### src/rtl/dmux_8ch_stream_pkg.sv
// Shared constants and helpers for the 8-channel byte demultiplexer.
// Channel k occupies bits [chan_lsb(k) +: WIDTH] of the flattened output bus.
package dmux_pkg;

  localparam int WIDTH    = 8;
  localparam int CHANNELS = 8;
  localparam int SEL_W    = 3;

  function automatic int chan_lsb(input int k);
    return k * WIDTH;
  endfunction

endpackage

### src/rtl/dmux_8ch_stream_if.sv
// Stream bus for the demultiplexer: one tagged input stream, eight output channels.
// master drives the input stream and consumes outputs; slave is the demultiplexer.
interface dmux_8ch_stream_if;
  import dmux_pkg::*;

  logic                      in_valid;
  logic                      in_ready;
  logic [WIDTH-1:0]          in_data;
  logic [SEL_W-1:0]          in_sel;
  logic                      in_bcast;
  logic [CHANNELS*WIDTH-1:0] out_data;
  logic [CHANNELS-1:0]       out_valid;
  logic [CHANNELS-1:0]       out_ready;

  modport master (
    output in_valid, in_data, in_sel, in_bcast, out_ready,
    input  in_ready, out_data, out_valid
  );

  modport slave (
    input  in_valid, in_data, in_sel, in_bcast, out_ready,
    output in_ready, out_data, out_valid
  );

endinterface

### src/rtl/dmux_8ch_stream_chan_reg.sv
// One-entry holding register for a single output channel.
// A load wins over a pop, so drain and refill in the same cycle leaves no bubble.
module dmux_chan_reg
  import dmux_pkg::*;
(
  input  logic             clk,
  input  logic             rst,
  input  logic             load,
  input  logic [WIDTH-1:0] load_data,
  input  logic             out_ready,
  output logic             out_valid,
  output logic [WIDTH-1:0] out_data,
  output logic             can_take
);

  logic             valid_r;
  logic [WIDTH-1:0] data_r;

  // Holding register: reset, load, pop (data kept), or hold.
  always_ff @(posedge clk) begin
    if (rst) begin
      valid_r <= 1'b0;
      data_r  <= {WIDTH{1'b0}};
    end else if (load) begin
      valid_r <= 1'b1;
      data_r  <= load_data;
    end else if (out_ready && valid_r) begin
      valid_r <= 1'b0;
      data_r  <= data_r;
    end else begin
      valid_r <= valid_r;
      data_r  <= data_r;
    end
  end

  assign can_take  = ~valid_r | out_ready;
  assign out_valid = valid_r;
  assign out_data  = data_r;

endmodule

### src/rtl/dmux_8ch_stream.sv
// Registered 1-to-8 byte demultiplexer with per-channel valid/ready and all-or-nothing broadcast.
// in_ready depends only on channel occupancy, out_ready, in_sel and in_bcast.
module dmux_8ch_stream
  import dmux_pkg::*;
(
  input  logic               clk,
  input  logic               rst,
  dmux_8ch_stream_if.slave   bus
);

  logic [CHANNELS-1:0] can_take_s;
  logic [CHANNELS-1:0] sel_onehot_s;
  logic [CHANNELS-1:0] load_s;
  logic [CHANNELS-1:0] out_valid_s;
  logic [WIDTH-1:0]    chan_data_s [CHANNELS];
  logic                in_ready_s;
  logic                xfer_s;

  // Select decode to a one-hot channel vector.
  always_comb begin
    sel_onehot_s = 8'h00;
    case (bus.in_sel)
      3'd0:    sel_onehot_s = 8'h01;
      3'd1:    sel_onehot_s = 8'h02;
      3'd2:    sel_onehot_s = 8'h04;
      3'd3:    sel_onehot_s = 8'h08;
      3'd4:    sel_onehot_s = 8'h10;
      3'd5:    sel_onehot_s = 8'h20;
      3'd6:    sel_onehot_s = 8'h40;
      3'd7:    sel_onehot_s = 8'h80;
      default: sel_onehot_s = 8'h00;
    endcase
  end

  // Acceptance and load fan-out; a broadcast needs every channel free at once.
  always_comb begin
    in_ready_s = 1'b0;
    load_s     = 8'h00;
    if (bus.in_bcast) begin
      in_ready_s = &can_take_s;
    end else begin
      in_ready_s = |(can_take_s & sel_onehot_s);
    end
    xfer_s = bus.in_valid & in_ready_s;
    if (xfer_s) begin
      load_s = bus.in_bcast ? 8'hFF : sel_onehot_s;
    end else begin
      load_s = 8'h00;
    end
  end

  for (genvar k = 0; k < CHANNELS; k++) begin : g_chan
    dmux_chan_reg u_chan (
      .clk       (clk),
      .rst       (rst),
      .load      (load_s[k]),
      .load_data (bus.in_data),
      .out_ready (bus.out_ready[k]),
      .out_valid (out_valid_s[k]),
      .out_data  (chan_data_s[k]),
      .can_take  (can_take_s[k])
    );
  end

  // Flatten per-channel registers onto the output bus.
  always_comb begin
    bus.out_data = {(CHANNELS*WIDTH){1'b0}};
    for (int k = 0; k < CHANNELS; k++) begin
      bus.out_data[chan_lsb(k) +: WIDTH] = chan_data_s[k];
    end
  end

  assign bus.out_valid = out_valid_s;
  assign bus.in_ready  = in_ready_s;

endmodule

### src/flat_wrapper.sv
// flat-port wrapper written by rule: the top's interface ports become plain ports
module dmux_8ch_stream_flat import dmux_pkg::*;
  (clk, rst, bus_in_valid, bus_in_data, bus_in_sel, bus_in_bcast, bus_out_ready, bus_in_ready, bus_out_data, bus_out_valid);
  dmux_8ch_stream_if bus_i ();
  input  logic clk;
  input  logic rst;
  input wire logic [$bits(bus_i.in_valid)-1:0] bus_in_valid;
  input wire logic [$bits(bus_i.in_data)-1:0] bus_in_data;
  input wire logic [$bits(bus_i.in_sel)-1:0] bus_in_sel;
  input wire logic [$bits(bus_i.in_bcast)-1:0] bus_in_bcast;
  input wire logic [$bits(bus_i.out_ready)-1:0] bus_out_ready;
  output wire logic [$bits(bus_i.in_ready)-1:0] bus_in_ready;
  output wire logic [$bits(bus_i.out_data)-1:0] bus_out_data;
  output wire logic [$bits(bus_i.out_valid)-1:0] bus_out_valid;
  assign bus_i.in_valid = bus_in_valid;
  assign bus_i.in_data = bus_in_data;
  assign bus_i.in_sel = bus_in_sel;
  assign bus_i.in_bcast = bus_in_bcast;
  assign bus_i.out_ready = bus_out_ready;
  assign bus_in_ready = bus_i.in_ready;
  assign bus_out_data = bus_i.out_data;
  assign bus_out_valid = bus_i.out_valid;
  dmux_8ch_stream u_core (.clk(clk), .rst(rst), .bus(bus_i));
endmodule
### config.mk
export PLATFORM = sky130hd
export DESIGN_NAME = dmux_8ch_stream_flat
export DESIGN_NICKNAME = d
export VERILOG_FILES = /design/src/rtl/dmux_8ch_stream_pkg.sv /design/src/rtl/dmux_8ch_stream_if.sv /design/src/rtl/dmux_8ch_stream_chan_reg.sv /design/src/rtl/dmux_8ch_stream.sv /design/src/flat_wrapper.sv
export SDC_FILE = /design/constraint.sdc
export NUM_CORES = 1
export LEC_CHECK = 0
export ABC_AREA = 1
export BUFFER_PORTS_ARGS = -buffer_cell sky130_fd_sc_hd__buf_2
export CORE_MARGIN = 2
export CORE_UTILIZATION = 41
export DETAILED_ROUTE_END_ITERATION = 10
export SETUP_SLACK_MARGIN = 0.02
export SYNTH_ARGS = -nofsm -noshare
export SYNTH_HDL_FRONTEND = slang
export SYNTH_SLANG_ARGS = --single-unit
### constraint.sdc
create_clock -name clk -period 1.9 [get_ports clk]
set_input_delay 0.19 -clock clk [delete_from_list [all_inputs] [get_ports clk]]
set_output_delay 0.19 -clock clk [all_outputs]
set_load 0.1 [all_outputs]
==> metrics.csv <==
stage,metric,value,unit
run_status,status,completed,
sta,final hold violation count,0,
die,Die H,98.5,microns
layout,# diodes,0,
power_and_ir_drop,Leak,2.57,nW
critical_path,number of cells on the worst reg-to-reg path,11,
clock_tree,clock tree from TritonCTS,done,
min_path,worst hold path class,input port to register,
synth,Yosys warning count,0,
critical_path,cell breakdown of the critical path,nand2_1 > nand3_1 > nand2_1 > nor2_1 > nand2_1 > nand2_1 > nand2_4 > buf_12 > buf_16,
grt,pin count of the biggest net entering global routing,37,
power_and_ir_drop,total power,4.92,mW
placed_design,DP Area,0.00425,sq mm
clock_tree,clk_lat worst skew,350,ps
clock_tree,clock sink count,72,
synth,Seq cells post-synth,72,
layout,Reg area,0.00144,sq mm
clock_tree,htree depth,3,
layout,Layout area overhead,23.9,%
layout,layout cells sized above 1,21.0,%
sta,count of final setup violators,0,
critical_path,crit path launch,u_core.g_chan[0].u_chan.out_valid,
sta,fin crit share,93.1,%
critical_path,Worst Path Arrival,1580,ps
layout,"most common cell after layout, fill and taps aside",nand2_1,
routing,Vias/cell,4.56,
routing,DR WL/cell,12.4,microns
grt,first-pass GRT wire length,15.3,mm
critical_path,crit-path most repeated cell,nand2_1,
sta,achievable clock frequency,566,MHz
sta,Period minus WS final,1770,ps
placed_design,Placer Congestion,0.871,
sta,clock skew,8.00,ps
placed_design,input/output buffers,95,
layout,Non-Filler Instances,774,
sta,Fin Setup TNS,0,ps
layout,"commonest non-fill, non-tap cells in the layout","nand2_1 (154), inv_1 (146), buf_2 (94)",
die,row count,34,
critical_path,Max stage delay on crit path,330,ps
layout,post-route cell area,0.00454,sq mm
critical_path,Crit Path Max Fanout,12,
die,I/O Pins,96,
synth,post-synth net total,597,
power_and_ir_drop,PD cells,1080,mW/mm^2
critical_path,Worst Setup End Kind,output pin,
min_path,min-delay src,rst,
synth,register area share after synthesis,39.3,%
layout,final net count,684,
grt,number of global-route vias before repair,3081,
sta,relative slew slack,64.4,%
placed_design,Placed Cells incl. Taps,755,
clock_tree,clock buffer depth,2,
routing,Detail Route Antenna Nets,0,
routing,drt first pass iters,4,
sta,Hold Worst Slack,134,ps
clock_tree,clock transition at the registers of the reported paths,70,ps
synth,"Cell Area, Synth",0.00366,sq mm
synth,Synth cell types,18,
sta,RSZ-0062 raised after global routing,no,
placed_design,DP Wirelength,6.59,mm
critical_path,Worst Setup Start Kind,register,
sta,Worst-Margin Slew,533,ps
grt,Overflow after GRT,0,
job,max-cap viol count,0,
routing,WL final,9.57,mm
min_path,hold path depth,2,
clock_tree,root buf cell,clkbuf_8,
clock_tree,clock buffer count from CTS,9,
die,Chip Width,98.5,microns
die,initial cell density of the core,42.2,%
synth,Avg Inst Size Synth,6.38,sq um
critical_path,worst r2r src,u_core.g_chan[3].u_chan.out_valid,
routing,DRT iter0 DRCs,167,
die,full die area,0.00971,sq mm
routing,post-route DRC violation count,0,
critical_path,CP required,1710,ps
critical_path,crit path kind,register to output pin,
die,CORE AREA,0.00868,sq mm
power_and_ir_drop,maximum VDD drop,0.437,mV
layout,Filler cells,925,
critical_path,slowest CP cell,dfxtp_1,
synth,post-synthesis instance total,574,
grt,Total GRT Usage,19.6,%
routing,Vias,3530,
grt,initial antenna violation count,0,
layout,multi-input logic area,0.00150,sq mm
sta,max-slew violation count,0,
## cells by family after synthesis
family	synth area share [%]
and+or+nand+nor	39.3
buffers and inverters	19.9
DFF	39.3
AOI/OAI and AO/OA	1.50
## path summary, 6_finish.rpt
path / endpoint / slack, ps
setup reg to reg: u_core.g_chan[5].u_chan.out_data[5] / 260
setup / recovery: bus_in_ready / 130
hold reg to reg: u_core.g_chan[7].u_chan.out_data[5] / 510
hold / removal: u_core.g_chan[2].u_chan.out_valid / 130
## Yosys cell counts, drive strengths merged
cell type	number	share of area [%]
nand2	159	16
inv	149	15
dfxtp	72	39
nor2	72	7.5
nand4	65	11
buf	21	3.6
nand3	15	4.2
clkbuf	10	1.0
a21oi	9	1.2
o21ai	2	0.27
## state kept, by name (all words and copies together), names as in the netlist
register                        cells
u_core.g_chan.u_chan.out_data      64
u_core.g_chan.u_chan.out_valid      8
## metal layers
layer | global-route usage [%] | up-vias | routed length [microns]
met3 | 4.11 | 9 | 649
met4 | 7.06 | 0 | 118
li1 | - | 1888 | -
met2 | 28.5 | 99 | 4100
met1 | 28.8 | 1534 | 4700
met5 | 0 | - | 0
## worst max-delay path, delay by kind of cell, from the launching register on
| family | cells | cell delay, ps |
|---|---|---|
| AND/OR/NAND/NOR | 7 | 560 |
| buffers and inverters | 2 | 330 |
| flip-flops | 1 | 330 |
## layout make-up
type | instances | area share (%)
tap | 108 | 2.98
sequential | 72 | 31.8
inverter | 149 | 12.3
timing repair buffer | 107 | 14.7
clock buffer | 12 | 3.42
clock inverter | 4 | 1.68
multi-input combinational | 322 | 33.1
## through the flow
step           utilization [%]  setup slack (ps)
2_1_floorplan                -               182
3_3_place_gp              49.0               196
3_5_place_dp              49.0               105
4_1_cts                   51.6              47.7
5_1_grt                   52.3              39.7
6_report                  52.3               132
## what timing repair did
action                     in CTS  in global routing
hold buffers                    0                  0
setup endpoints to repair       0                  1
resized for setup               0                  5
buffers inserted                0                  2
## where the power goes
group	internal (mW)	total (mW)	leakage (nW)	switching [mW]
Combinational	0.365	1.82	1.87	1.45
Sequential	1.64	1.70	0.591	0.0641
Clock	0.814	1.40	0.113	0.589
Total	2.82	4.92	2.57	2.11
(Power assumes the default switching activity.)
